### src/rtl/mult_pkg.sv
// +------------------------------------------------------------------+
// | mult_pkg : shared widths and state encoding for the MAC datapath |
// | Revision : 1.0                                                   |
// +------------------------------------------------------------------+
`default_nettype none

package mult_pkg;

    localparam int PROD_W = 8;
    localparam int OP_W   = 4;

    typedef enum logic [0:0] {
        ACCUM = 1'b0,
        HOLD  = 1'b1
    } state_t;

endpackage

`default_nettype wire

### src/rtl/mult_acc_add.sv
// +------------------------------------------------------------------+
// | mult_acc_add : ACC_W accumulate adder with carry out; clamps to  |
// |                all-ones on carry when MULT_ACC_SATURATE_EN set   |
// | Revision     : 1.0                                               |
// +------------------------------------------------------------------+
`default_nettype none

module mult_acc_add
    import mult_pkg::*;
#(
    parameter int ACC_W = 16
) (
    input  logic [ACC_W-1:0]  acc,
    input  logic [PROD_W-1:0] addend,
    output logic [ACC_W-1:0]  sum,
    output logic              carry
);

    logic [ACC_W:0] raw_sum;

    always_comb begin
        raw_sum = {1'b0, acc} + {{(ACC_W + 1 - PROD_W){1'b0}}, addend};
        carry   = raw_sum[ACC_W];
`ifdef MULT_ACC_SATURATE_EN
        // Once clamped, any further nonzero add carries again, so it stays pinned.
        sum     = carry ? {ACC_W{1'b1}} : raw_sum[ACC_W-1:0];
`else
        sum     = raw_sum[ACC_W-1:0];
`endif
    end

endmodule

`default_nettype wire

### src/rtl/mult_accumulator.sv
// +------------------------------------------------------------------+
// | mult_accumulator : sums a frame of products, presents total,     |
// |   beat count and sticky overflow on a held output handshake.     |
// |   Option macro: MULT_ACC_SATURATE_EN (clamp instead of wrap).    |
// | Revision         : 1.0                                           |
// +------------------------------------------------------------------+
`default_nettype none

module mult_accumulator
    import mult_pkg::*;
#(
    parameter int ACC_W = 16,
    parameter int CNT_W = 8
) (
    input  logic              clk,
    input  logic              rst_n,
    input  logic              clr,
    input  logic              in_valid,
    output logic              in_ready,
    input  logic [PROD_W-1:0] product,
    input  logic              in_last,
    output logic              out_valid,
    input  logic              out_ready,
    output logic [ACC_W-1:0]  acc_out,
    output logic [CNT_W-1:0]  out_count,
    output logic              overflow
);

    state_t             state_q, state_d;
    logic [ACC_W-1:0]   acc_q, acc_d;
    logic [CNT_W-1:0]   cnt_q, cnt_d;
    logic               ovf_q, ovf_d;
    logic [ACC_W-1:0]   acc_out_q, acc_out_d;
    logic [CNT_W-1:0]   out_count_q, out_count_d;
    logic               overflow_q, overflow_d;
    logic               in_ready_q, in_ready_d;
    logic               out_valid_q, out_valid_d;

    logic [ACC_W-1:0]   add_sum;
    logic               add_carry;
    logic [CNT_W-1:0]   cnt_inc;
    logic               beat;
    logic               out_hs;

    mult_acc_add #(
        .ACC_W (ACC_W)
    ) u_add (
        .acc    (acc_q),
        .addend (product),
        .sum    (add_sum),
        .carry  (add_carry)
    );

    always_comb begin
        state_d     = state_q;
        acc_d       = acc_q;
        cnt_d       = cnt_q;
        ovf_d       = ovf_q;
        acc_out_d   = acc_out_q;
        out_count_d = out_count_q;
        overflow_d  = overflow_q;

        // in_ready_q is only high in ACCUM, so it alone qualifies a beat.
        beat    = in_valid && in_ready_q;
        out_hs  = out_valid_q && out_ready;
        cnt_inc = (cnt_q == {CNT_W{1'b1}}) ? cnt_q : cnt_q + CNT_W'(1);

        unique case (state_q)
            ACCUM: begin
                if (beat) begin
                    if (in_last) begin
                        acc_out_d   = add_sum;
                        out_count_d = cnt_inc;
                        overflow_d  = ovf_q | add_carry;
                        acc_d       = '0;
                        cnt_d       = '0;
                        ovf_d       = 1'b0;
                        state_d     = HOLD;
                    end else begin
                        acc_d = add_sum;
                        cnt_d = cnt_inc;
                        ovf_d = ovf_q | add_carry;
                    end
                end
            end
            HOLD: begin
                if (out_hs) begin
                    overflow_d = 1'b0;
                    state_d    = ACCUM;
                end
            end
            default: state_d = ACCUM;
        endcase

        if (clr) begin
            state_d     = ACCUM;
            acc_d       = '0;
            cnt_d       = '0;
            ovf_d       = 1'b0;
            acc_out_d   = '0;
            out_count_d = '0;
            overflow_d  = 1'b0;
        end

        in_ready_d  = (state_d == ACCUM);
        out_valid_d = (state_d == HOLD);
    end

    always_ff @(posedge clk or negedge rst_n) begin
        if (!rst_n) begin
            state_q     <= ACCUM;
            acc_q       <= '0;
            cnt_q       <= '0;
            ovf_q       <= 1'b0;
            acc_out_q   <= '0;
            out_count_q <= '0;
            overflow_q  <= 1'b0;
            in_ready_q  <= 1'b0;
            out_valid_q <= 1'b0;
        end else begin
            state_q     <= state_d;
            acc_q       <= acc_d;
            cnt_q       <= cnt_d;
            ovf_q       <= ovf_d;
            acc_out_q   <= acc_out_d;
            out_count_q <= out_count_d;
            overflow_q  <= overflow_d;
            in_ready_q  <= in_ready_d;
            out_valid_q <= out_valid_d;
        end
    end

    assign in_ready  = in_ready_q;
    assign out_valid = out_valid_q;
    assign acc_out   = acc_out_q;
    assign out_count = out_count_q;
    assign overflow  = overflow_q;

endmodule

`default_nettype wire
### config.mk
export PLATFORM = sky130hd
export DESIGN_NAME = mult_accumulator
export DESIGN_NICKNAME = d
export VERILOG_FILES = /design/src/rtl/mult_pkg.sv /design/src/rtl/mult_acc_add.sv /design/src/rtl/mult_accumulator.sv
export SDC_FILE = /design/constraint.sdc
export NUM_CORES = 1
export LEC_CHECK = 0
export BUFFER_PORTS_ARGS = -buffer_cell sky130_fd_sc_hd__buf_4
export CORE_UTILIZATION = 40
export CTS_CLUSTER_SIZE = 24
export DETAILED_ROUTE_END_ITERATION = 7
export PLACE_DENSITY = 0.65
export SLEW_MARGIN = 10
export SYNTH_ARGS = -nofsm -noshare
export SYNTH_HDL_FRONTEND = slang
export SYNTH_SLANG_ARGS = --single-unit
### constraint.sdc
create_clock -name clk -period 2.3 [get_ports clk]
set_input_delay 0.46 -clock clk [delete_from_list [all_inputs] [get_ports clk]]
set_output_delay 0.46 -clock clk [all_outputs]
set_load 0.05 [all_outputs]
## Yosys cells after proc, flatten, opt, wreduce, memory -nomap -nowiden

Index checks and enable logic that the tools add are counted.

- Add/subtract/negate cells: 2
- $mul: 0
- Divide/modulo/power cells: 0
- Magnitude comparators: 0
- Eq/ne operators: 5
- Shifts and indexed selects: 0
- Multiplexer cells: 31
- Bitwise logic cells: 3
- Reductions and logical operators: 7

Operators by type and width:

| cell | count |
|---|---|
| 2-to-1 mux 16 bit | 8 |
| 2-to-1 mux 8 bit | 9 |
| adder 16 x 8 -> 17 bit | 1 |
| 2-to-1 mux 1 bit | 12 |
| adder 8 x 1 -> 8 bit, second input constant | 1 |
| == test 8 bit, second input constant | 1 |
| != test 3 bit, second input constant | 2 |
| AND reduction 3 bit | 2 |
| case mux 1 bit (2 select lines) | 2 |
| nonzero test 2 bit | 2 |
| != test 3 x 2 -> 1 bit, second input constant | 1 |
| logical AND 1 bit | 2 |
| != test 2 bit, second input constant | 1 |
| inverter 1 bit | 2 |
| AND reduction 2 bit | 1 |
| bitwise OR 1 bit | 1 |

- Flip-flop bits (word level): 52
- Bits in latches: 0
- RAM bits: 0
- Bits in read-only memories: 0
- Input bits: 14
- Output and inout bits: 27
- Word-level logic and storage cells: 56
- Memories: 0

## Logic depth before layout (Yosys ltp)

Gate-level depths: netlist of run 1.

- Depth after elaboration: 6
- Depth in mapped cells: 9
- Gate-level depth less buffers: 9

## Cells and area by module

A second synthesis of run 1 with hierarchy kept.

- Cell total of the unflattened synthesis: 265
- Area, all modules: 2731.4 um2

Modules (own cells, without submodules):

| module | times used | cells each | area each (um2) | sequential area each (um2) |
|---|---|---|---|---|
| mult_accumulator | 1 | 181 | 2137.0 | 1301.2 |
| mult_acc_add | 1 | 84 | 594.3 | 0.0 |

## Worst setup path after synthesis of run 1

Ideal clock, no wire load.

- Kind: input to register
- Start: input product[4]
- End: register acc_q[11]
- Setup time: 0.124 ns
- Arrival time: 2.055 ns
- Required time: 2.176 ns
- Setup slack: 0.121 ns
- Stages: 7
- Path buffers: 0
- Cell sequence: ha_1 > nand2_1 > or3_1 > a311o_1 > a21bo_1 > a21oi_1 > o21bai_1

- Word-level cells in the longest chain between the ends: 5

Ends and longest elaborated chain:

| item | RTL line | RTL |
|---|---|---|
| from (decl) | mult_accumulator.sv:20 | `input logic [PROD_W-1:0] product,` |
| adder 16 x 8 -> 17 bit | mult_acc_add.sv:22 | `raw_sum = {1'b0, acc} + {{(ACC_W + 1 - PROD_W){1'b0}}, addend};` |
| 2-to-1 mux 16 bit | mult_accumulator.sv:71 | `if (in_last) begin` |
| 2-to-1 mux 16 bit | mult_accumulator.sv:70 | `if (beat) begin` |
| 2-to-1 mux 16 bit | mult_accumulator.sv:68 | `unique case (state_q)` |
| 2-to-1 mux 16 bit | mult_accumulator.sv:95 | `if (clr) begin` |
| to (signal assigned) | mult_accumulator.sv:112 | `acc_q <= '0;` |
| to (signal assigned) | mult_accumulator.sv:122 | `acc_q <= acc_d;` |
| to (decl) | mult_accumulator.sv:30 | `logic [ACC_W-1:0] acc_q, acc_d;` |

Every way passes these cells. The select of a mux whose other input is x is not followed.
A chain may end at the register's enable or synchronous reset.

## Final worst setup path of run 1

- Start: register acc_q[2]
- End: register acc_out_q[11] (netlist: acc_out[11])

- Word-level cells in the longest chain between the ends: 5

Ends and longest elaborated chain:

| item | RTL line | RTL |
|---|---|---|
| adder 16 x 8 -> 17 bit | mult_acc_add.sv:22 |  |
| 2-to-1 mux 16 bit | mult_accumulator.sv:71 |  |
| 2-to-1 mux 16 bit | mult_accumulator.sv:70 |  |
| 2-to-1 mux 16 bit | mult_accumulator.sv:68 |  |
| 2-to-1 mux 16 bit | mult_accumulator.sv:95 |  |
| to (signal assigned) | mult_accumulator.sv:125 | `acc_out_q <= acc_out_d;` |
| to (decl) | mult_accumulator.sv:33 | `logic [ACC_W-1:0] acc_out_q, acc_out_d;` |

Every way passes these cells. The select of a mux whose other input is x is not followed.

==> flow_summary_export.csv, run 1 <==
group,metric,value,unit
sta,slew_violations,0,
placement,pre_cts_ws,-120,ps
flow_run,max-cap-violations,0,
sta,rsz0062_at_grt,"no",
sta,worst_pin_slew,666,ps
floorplanning,floorplan.initialDensity,42.2,%
yosys,avgSynthCellArea,9.63,µm²
clock_network,root_buffer,"clkbuf_8",
final_layout,mostFrequentLayoutCells,"buf_4, dfrtp_1, nand2_1, o21ai_0, a21oi_1",
power_and_ir_drop,intPower,1.57,mW
status,violations,"design-rule violations",
sta,fmax,460,MHz
grt,grt_pass1_vias,2191,
final_layout,drive_above_1_share,23.2,%
worst_setup_path,cp-end-kind,"flip-flop",
floorplanning,pin_count,41,
power_and_ir_drop,switchingPower,0.841,mW
sta,fin_setup_tns,0,ps
grt,grt_first_pass_wirelength,10.8,mm
sta,clock_skew,5.26,ps
clock_network,htreeDepth,2,
yosys,synth-adder-area-share,4.83,%
status,status,"complete, but fails checks",
floorplanning,dieArea,7200,µm²
power_and_ir_drop,swShare,34.8,%
clock_network,path_clk_slew,90,ps
power_and_ir_drop,pwr-share-seq,45.1,%
sta,slew_headroom,55.6,%
power_and_ir_drop,totalPowerFinal,2.42,mW
clock_network,cts_made_buffers,5,
yosys,async_flop_share,100,%
final_layout,final_common_cell,"buf_4",
worst_hold_path,hp-class,"in2async",
worst_setup_path,crit_arrival,2350,ps
sta,setup_viol,0,
routing,drt-total-wl,6.50,mm
routing,dr.pass1.iters,6,
yosys,syn-num-nets,309,
clock_network,worst_skew_pair.late_latency,300,ps
placement,gp_congestion,0.810,
clock_network,clockBufferDepth,2,
yosys,yosys.area_share.simple,14.0,%
clock_network,clock_sinks,52,
power_and_ir_drop,clkPwrFrac,22.3,%
floorplanning,dieWidth,84.8,µm
clock_network,cts_tree,"done",
yosys,synth_cell_types,55,
sta,finalHoldViolations,0,
worst_setup_path,r2r-end,"acc_out[11]",
worst_setup_path,reg2regPathDepth,7,
yosys,yosysSeqAreaShare,47.4,%
power_and_ir_drop,pwr_density_cell,729,nW/µm²
routing,ant_nets,0,
floorplanning,fp-row-count,29,
routing,wire_per_inst,15.7,µm
routing,drtIter0Drc,117,
yosys,synth_mux_area_share,0.730,%
grt,grt.total_usage,19.5,%
routing,viasPerCell,5.62,
worst_setup_path,cpPeakStageDelay,410,ps
worst_setup_path,reg2reg_slack,130,ps
worst_setup_path,setup.worst_path.class,"reg2reg",
routing,num_vias,2323,
clock_network,cts_resized,0,
yosys,ys_seq_elements,52,
yosys,syn_inst,285,
routing,drc,3,
sta,fin_ws,126,ps
worst_setup_path,crit_path_top_delay_cell,"a311o_1",
clock_network,post_cts_buffers,0,
sta,timing.final.crit_share,94.5,%
yosys,synth_xor_area_share,5.43,%
yosys,yosys_warnings,0,
clock_network,ctsHoldBuffers,0,
yosys,synth_compound_area_share,23.5,%
worst_setup_path,path_cells,"ha_1 -> inv_1 -> or3_1 -> a311o_1 -> a21bo_1 -> xnor2_1 -> o21ai_1",
placement,numPortBuffers,40,
grt,grt_max_degree,53,
power_and_ir_drop,ir_drop,0.000324,V
placement,dp_hpwl,4.65,mm
power_and_ir_drop,power_frac_comb,32.6,%
yosys,synth_edf_count,0,
sta,post-route-min-period,2170,ps
worst_setup_path,crit_fanout,3,
floorplanning,core_area,6490,µm²
final_layout,n_antenna_cell,0,
placement,dp.cells,405,
worst_setup_path,r2r-start,"acc_q[2]",
final_layout,final-instance-count-excl-fill,413,
yosys,synth_top_family_by_area,"compound AO/OA/AOI/OAI gates",
yosys,synth_flop_cell,"dfrtp_1",
final_layout,syn_to_final_growth,20.7,%
worst_setup_path,required,2470,ps
grt,grt_overflow,0,
floorplanning,die_y,84.8,µm
final_layout,nNetsFinal,359,
worst_setup_path,critPathLaunchType,"flip-flop",
yosys,netlist_area,2740,µm²
power_and_ir_drop,p_leak,1.55,nW
grt,antenna_found_initial,0,
==> layout make-up <==
class,instances,area (µm²)
clock buffer,8,90.1
fill,641,3180
inverter,10,37.5
multi-input combinational,207,1350
sequential,52,1300
tap,77,96.3
timing repair buffer,59,443
==> per-stage QoR <==
stage               util [%]  instance area, µm²  hold slack (ps)
detailed placement      49.5                3210              473
global route            51.0                3310              224
floorplan                  -                2740              164
finish                  51.0                3310              175
global placement        49.5                3210              464
CTS                     50.9                3300              212
==> power groups by stage <==
stage	Sequential (mW)	Combinational, mW	Clock (mW)
after CTS	1.09	0.779	0.559
after global routing	1.10	0.857	0.599
after global placement	1.10	0.765	0
after detailed placement	1.11	0.775	0
final	1.09	0.788	0.540
after floorplan	1.19	0.423	0
==> registers in the layout (all words and copies together), names as in the netlist <==
name and count:
acc_out 16, acc_q 16, out_valid 1, out_count 8, overflow 1, cnt_q 8
in_ready 1, ovf_q 1
==> worst max-delay path: cells and delay by family, from the launching register on <==
family,cells,cell delay (ps)
flops,1,400
simple gates,1,390
compound gates,3,750
fa+ha+maj,1,310
xor+xnor,1,140
buf+inv,1,50
==> synth_stat cells (2+ instances only) <==
master | n | area [µm²]
and2_1 | 3 | 18.8
xnor2_1 | 13 | 114
o21ai_0 | 29 | 145
a31o_2 | 2 | 17.5
o211ai_1 | 2 | 15.0
a211oi_1 | 2 | 15.0
o21ai_1 | 2 | 10.0
nand2_1 | 36 | 135
a22o_1 | 11 | 96.3
nand2b_1 | 4 | 25.0
dfrtp_1 | 52 | 1300
o21a_1 | 2 | 15.0
o21ai_2 | 2 | 17.5
nand3_1 | 5 | 25.0
o21bai_1 | 2 | 15.0
nand4_1 | 7 | 43.8
xor2_1 | 4 | 35.0
inv_1 | 10 | 37.5
a21o_1 | 4 | 30.0
ha_1 | 9 | 113
buf_1 | 2 | 7.51
a21oi_1 | 17 | 85.1
a32oi_1 | 2 | 17.5
clkbuf_1 | 9 | 33.8
and3_1 | 3 | 18.8
buf_2 | 4 | 20.0
nor2_1 | 11 | 41.3
mux2i_1 | 2 | 20.0
a31oi_1 | 8 | 50.1
==> logic make-up (layout without fill, tap and decap cells) <==
| kind of cell | count (synthesis) | count (layout) |
|---|---|---|
| mux | 2 | 2 |
| xor+xnor | 17 | 17 |
| fa+ha+maj | 10 | 10 |
| compound gates | 98 | 98 |
| flops | 52 | 52 |
| simple gates | 80 | 80 |
| buf+inv | 26 | 77 |
==> worst max-delay path by stage <==
stage | cells past startpoint | endpoint | start | slack (ps)
final | 7 | acc_out[11] | acc_q[2] | 130
after global routing | 7 | acc_out[11] | acc_q[3] | 20
after CTS | 9 | acc_q[8] | acc_q[0] | 50
after detailed placement | 10 | acc_out[8] | product[0] | -120
after global placement | 8 | acc_out[11] | product[2] | -50
after floorplan | 7 | acc_q[11] | product[4] | 120
==> metal layers <==
metal | track usage [%] | vias to the layer above | wire length [µm]
li1 | - | 1119 | -
met1 | 27.2 | 1143 | 3180
met2 | 31.0 | 57 | 3010
met3 | 3.50 | 4 | 234
met4 | 6.16 | 0 | 72
met5 | 0 | - | 0
Note: power is estimated with default switching activity, not from simulation.
==> run 2, diff against run 1 <==
--- a/config.mk
+++ b/config.mk
@@ -7,6 +7,7 @@
 export LEC_CHECK = 0
 export BUFFER_PORTS_ARGS = -buffer_cell sky130_fd_sc_hd__buf_4
 export CORE_UTILIZATION = 40
+export CTS_BUF_LIST = sky130_fd_sc_hd__clkbuf_4 sky130_fd_sc_hd__clkbuf_8
 export CTS_CLUSTER_SIZE = 24
 export DETAILED_ROUTE_END_ITERATION = 7
 export PLACE_DENSITY = 0.65
==> run 2 against run 1 <==
  * The flow still finishes with violations (design-rule violations)
  * Clock-buffer cell count stayed put
  * Core utilization is 0.12 points higher
  * First-iteration DRC count is 2.6% higher
  * Setup slack hardly changed
  * Largest power group unchanged
  * Highest routed layer unchanged
==> flow_summary_export.csv, run 2 (synthesis results as in run 1) <==
group,metric,value,unit
status,status,"complete, but fails checks",
status,violations,"design-rule violations",
worst_setup_path,setup.worst_path.class,"reg2reg",
placement,place_area,3210,µm²
clock_network,clock_sinks,52,
routing,drc,3,
grt,grt_overflow,0,
final_layout,nNetsFinal,359,
floorplanning,pin_count,41,
worst_hold_path,hp-class,"in2async",
worst_setup_path,reg2regPathDepth,7,
worst_setup_path,reg2reg_slack,130,ps
power_and_ir_drop,clkPwrFrac,23.1,%
sta,post-route-min-period,2170,ps
sta,hold_ws,175,ps
routing,viasPerCell,5.59,
floorplanning,die_y,84.8,µm
worst_setup_path,r2r-end,"acc_out[11]",
final_layout,fin_area,3320,µm²
clock_network,worst_skew_pair.late_latency,300,ps
floorplanning,fp-row-count,29,
power_and_ir_drop,ir_drop,0.000325,V
placement,gp_congestion,0.810,
placement,dp.cells,405,
routing,wire_per_inst,15.8,µm
power_and_ir_drop,totalPowerFinal,2.44,mW
worst_setup_path,critPathLaunchType,"flip-flop",
power_and_ir_drop,power_frac_comb,32.3,%
sta,fmax,460,MHz
floorplanning,dieWidth,84.8,µm
power_and_ir_drop,pwr_density_cell,735,nW/µm²
final_layout,final-instance-count-excl-fill,413,
final_layout,fin_util,51.1,%
placement,dp_hpwl,4.65,mm
power_and_ir_drop,pwr-share-seq,44.6,%
grt,grt.total_usage,19.5,%
sta,slew_headroom,55.4,%
routing,drtIter0Drc,120,
sta,worst_pin_slew,669,ps
sta,setup_viol,0,
clock_network,cts_made_buffers,5,
worst_setup_path,crit_path_end,"acc_out[11]",
routing,dr.pass1.iters,7,
floorplanning,dieArea,7200,µm²
clock_network,htreeDepth,2,
worst_setup_path,crit_fanout,3,
clock_network,clockBufferDepth,2,
routing,num_vias,2309,
sta,rsz0062_at_grt,"no",
flow_run,max-cap-violations,0,
power_and_ir_drop,p_leak,1.56,nW
final_layout,mostFrequentLayoutCells,"buf_4, dfrtp_1, nand2_1, o21ai_0, a21oi_1",
sta,fin_ws,126,ps
power_and_ir_drop,switchingPower,0.844,mW
clock_network,root_buffer,"clkbuf_8",
floorplanning,floorplan.initialDensity,42.2,%
grt,grt_pass1_vias,2191,
worst_setup_path,crit_arrival,2350,ps
placement,pre_cts_ws,-120,ps
final_layout,drive_above_1_share,23.8,%
worst_setup_path,r2r-start,"acc_q[2]",
clock_network,path_clk_slew,90,ps
clock_network,ctsHoldBuffers,0,
grt,grt_max_degree,53,
worst_setup_path,cp-end-kind,"flip-flop",
worst_setup_path,crit_start,"acc_q[2]",
worst_setup_path,required,2470,ps
sta,fin_setup_tns,0,ps
final_layout,n_antenna_cell,0,
clock_network,cts_tree,"done",
final_layout,final_common_cell,"buf_4",
routing,drt-total-wl,6.53,mm
grt,grt_first_pass_wirelength,10.8,mm
sta,clock_skew,6.33,ps
sta,finalHoldViolations,0,
sta,timing.final.crit_share,94.5,%
routing,ant_nets,0,
floorplanning,core_area,6490,µm²
power_and_ir_drop,intPower,1.60,mW
grt,antenna_found_initial,0,
placement,numPortBuffers,40,
final_layout,syn_to_final_growth,21.0,%
sta,slew_violations,0,
power_and_ir_drop,swShare,34.6,%
run 2: how the worst min path moves through the flow:
stage | startpoint | to | slack, ps | depth (start not counted)
floorplan | rst_n | acc_out[0] | 160 | 0
global placement | out_count[4] | out_count[4] | 460 | 1
detailed placement | out_count[2] | out_count[2] | 470 | 2
CTS | rst_n | out_valid | 210 | 1
global route | rst_n | acc_q[7] | 220 | 1
finish | rst_n | out_valid | 180 | 1
run 2: layout make-up:
class / count / area [µm²]
clock buffers: 8 / 97.6
repair buffers: 59 / 443
well taps: 77 / 96.3
fillers: 638 / 3170
flip-flops and latches: 52 / 1300
multi-input cells: 207 / 1350
inverters: 10 / 37.5
run 2: per-layer routing:
layer  up-vias  routed length [µm]  global-route usage (%)
li1       1117                   -                       -
met1      1135                3200                    27.3
met2        53                3010                    30.5
met3         4                 249                    3.60
met4         0                  72                    6.63
met5         -                   0                       0
run 2: power by group through the flow:
| stage | Sequential [mW] | Combinational, mW | Clock, mW |
|---|---|---|---|
| global route | 1.10 | 0.857 | 0.625 |
| finish | 1.09 | 0.789 | 0.565 |
| global placement | 1.10 | 0.765 | 0 |
| detailed placement | 1.11 | 0.775 | 0 |
| CTS | 1.09 | 0.779 | 0.583 |
| floorplan | 1.19 | 0.423 | 0 |
run 2: what timing repair did:
| item | 4_1_cts | 5_1_grt |
|---|---|---|
| gates resized for setup | 0 | 3 |
| buffers inserted | 0 | 0 |
| setup endpoints to repair | 0 | 7 |
run 2: critical path, cell delays in order, from the launching register on:
cell	delay, ps
dfrtp_1	400
ha_1	310
inv_1	50
or3_1	390
a311o_1	410
a21bo_1	260
xnor2_1	140
o21ai_1	80
==> run 3, diff against run 2 <==
--- a/config.mk
+++ b/config.mk
@@ -5,12 +5,12 @@
 export SDC_FILE = /design/constraint.sdc
 export NUM_CORES = 1
 export LEC_CHECK = 0
-export BUFFER_PORTS_ARGS = -buffer_cell sky130_fd_sc_hd__buf_4
 export CORE_UTILIZATION = 40
 export CTS_BUF_LIST = sky130_fd_sc_hd__clkbuf_4 sky130_fd_sc_hd__clkbuf_8
 export CTS_CLUSTER_SIZE = 24
 export DETAILED_ROUTE_END_ITERATION = 7
-export PLACE_DENSITY = 0.65
+export DONT_BUFFER_PORTS = 1
+export PLACE_DENSITY = 0.6
 export SLEW_MARGIN = 10
 export SYNTH_ARGS = -nofsm -noshare
 export SYNTH_HDL_FRONTEND = slang
==> run 3 against run 2 <==
  * The run still ends with design-rule violations left
  * Critical endpoint is now acc_q[8]
  * Combinational power fell by 23%
  * Highest routed layer unchanged
  * Clock-buffer cell count shrank 3
  * Register-to-register slack barely moved
  * Non-clock buffer count shrank 43
  * Global-route usage fell by 0.81 points
  * Flip-flop and latch count stayed put
==> flow_summary_export.csv, run 3 (synthesis results as in run 1) <==
group,metric,value,unit
worst_setup_path,critPathTopFamily,"compound AO/OA/AOI/OAI gates",
final_layout,mostFrequentLayoutCells,"dfrtp_1, nand2_1, o21ai_0, a21oi_1, buf_4",
final_layout,drive_above_1_share,13.4,%
floorplanning,pin_count,41,
placement,dp_hpwl,4.27,mm
routing,drtIter0Drc,133,
sta,slew_violations,0,
worst_setup_path,reg2regPathDepth,9,
grt,grt_first_pass_wirelength,10.5,mm
placement,gp_congestion,0.791,
status,violations,"design-rule violations",
floorplanning,core_area,6490,µm²
routing,viasPerCell,5.70,
floorplanning,die_y,84.8,µm
floorplanning,dieWidth,84.8,µm
grt,grt_pass1_vias,2096,
placement,dp.cells,360,
floorplanning,fp-row-count,29,
routing,drt-total-wl,6.20,mm
routing,dr.pass1.iters,6,
worst_setup_path,critPathBufInv,1,
worst_hold_path,hp-start,"clr",
sta,timing.final.crit_share,94.0,%
worst_setup_path,reg2reg_slack,140,ps
clock_network,clockBufferDepth,2,
routing,drc,2,
grt,grt_overflow,0,
final_layout,nNetsFinal,316,
worst_hold_path,hp-class,"in2reg",
worst_setup_path,crit_fanout,4,
sta,post-route-min-period,2160,ps
final_layout,syn_to_final_growth,10.6,%
grt,grt.total_usage,18.6,%
placement,place_area,2880,µm²
status,status,"complete, but fails checks",
grt,grt_max_degree,53,
worst_hold_path,min_to,"acc_out[2]",
worst_setup_path,setup.worst_path.class,"reg2reg",
clock_network,clock_sinks,52,
worst_setup_path,crit_arrival,2360,ps
worst_setup_path,cpPeakStageDelay,380,ps
power_and_ir_drop,totalPowerFinal,2.30,mW
clock_network,htreeDepth,2,
sta,worst_pin_slew,524,ps
power_and_ir_drop,pwr_density_cell,759,nW/µm²
final_layout,final_common_cell,"dfrtp_1",
sta,setup_viol,0,
sta,clock_skew,6.60,ps
final_layout,n_antenna_cell,0,
sta,fmax,462,MHz
worst_setup_path,crit_path_top_delay_cell,"fa_1",
flow_run,max-cap-violations,0,
clock_network,root_buffer,"clkbuf_8",
routing,num_vias,2105,
final_layout,fin_area,3030,µm²
clock_network,post_cts_buffers,0,
worst_hold_path,min_path_cells,1,
routing,ant_nets,0,
final_layout,final-instance-count-excl-fill,369,
clock_network,path_clk_slew,100,ps
sta,finalHoldViolations,0,
worst_setup_path,r2r-end,"acc_q[8]",
power_and_ir_drop,p_leak,1.33,nW
clock_network,cts_tree,"done",
clock_network,cts_made_buffers,5,
worst_setup_path,critPathLaunchType,"flip-flop",
final_layout,fillers,618,
grt,antenna_found_initial,0,
routing,wire_per_inst,16.8,µm
sta,slew_headroom,65.1,%
clock_network,worst_skew_pair.late_latency,300,ps
placement,numPortBuffers,0,
floorplanning,dieArea,7200,µm²
worst_setup_path,required,2500,ps
worst_setup_path,r2r-start,"acc_q[0]",
floorplanning,floorplan.initialDensity,42.2,%
worst_setup_path,cp-end-kind,"flip-flop",
power_and_ir_drop,ir_drop,0.000282,V
sta,rsz0062_at_grt,"no",
sta,fin_setup_tns,0,ps
worst_setup_path,path_cells,"ha_1 -> inv_1 -> fa_1 -> nor2b_1 -> o21ba_2 -> o21ai_1 -> a22oi_2 -> o21ai_0 -> a21bo_2",
-- run 3: changes by cell type in the layout (fill, tap and decap cells not counted), moves of 2 or more --
cell,before,now
buf_4,59,14
ha_1,9,7
ha_4,0,2
clkbuf_4,2,0
-- run 3: layout make-up --
cell class              instances  area [µm²]  share of cell area (%)
well taps                      77        96.3                    3.18
multi-input cells             207        1380                    45.3
inverters                      10        37.5                    1.24
flip-flops and latches         52        1300                    42.9
clock buffers                   5        68.8                    2.27
clock inverters                 2        12.5                   0.412
repair buffers                 16         143                    4.70
-- run 3: where the power goes --
| group | internal, mW | total [mW] | switching (mW) | leakage (nW) |
|---|---|---|---|---|
| sequential | 1.00 | 1.19 | 0.185 | 0.708 |
| clock | 0.207 | 0.509 | 0.302 | 0.0400 |
| combinational | 0.263 | 0.604 | 0.341 | 0.582 |
| total | 1.47 | 2.30 | 0.828 | 1.33 |
-- run 3: worst register-to-register path, stage by stage, from the launching register on --
cell	delay, ps
dfrtp_1	370
ha_1	170
inv_1	50
fa_1	380
nor2b_1	180
o21ba_2	160
o21ai_1	160
a22oi_2	260
o21ai_0	110
a21bo_2	220
-- run 3: how the worst max path moves through the flow --
stage | start | endpoint | slack (ps) | depth (start not counted)
2_1_floorplan | product[4] | acc_q[11] | 120 | 7
3_3_place_gp | product[0] | acc_q[8] | 20 | 9
3_5_place_dp | product[0] | acc_q[8] | -90 | 9
4_1_cts | acc_q[4] | acc_q[11] | 30 | 7
5_1_grt | acc_q[0] | acc_q[8] | 7 | 9
6_report | acc_q[0] | acc_q[8] | 140 | 9
-- run 3: stage by stage --
step / setup WS (ps) / util (%) / hold slack [ps]
after detailed placement: -93.5 / 44.3 / 166
after floorplan: 121 / - / 164
after global routing: 6.94 / 46.7 / 243
after global placement: 19.2 / 44.3 / 166
final: 137 / 46.7 / 249
after CTS: 30.0 / 46.0 / 12.0
-- run 3: what timing repair did --
item,in CTS,in global routing
resized for setup,1,6
hold buffers,1,1
pin swaps,0,1
endpoints found under the hold margin,52,1
setup endpoints to repair,1,15
-- run 3: routing by layer --
layer	global-route usage (%)	vias up	wire length, µm
met2	27.3	51	2610
met4	5.55	0	82
li1	-	1035	-
met1	27.8	1012	3140
met3	3.99	7	371
met5	0	-	0
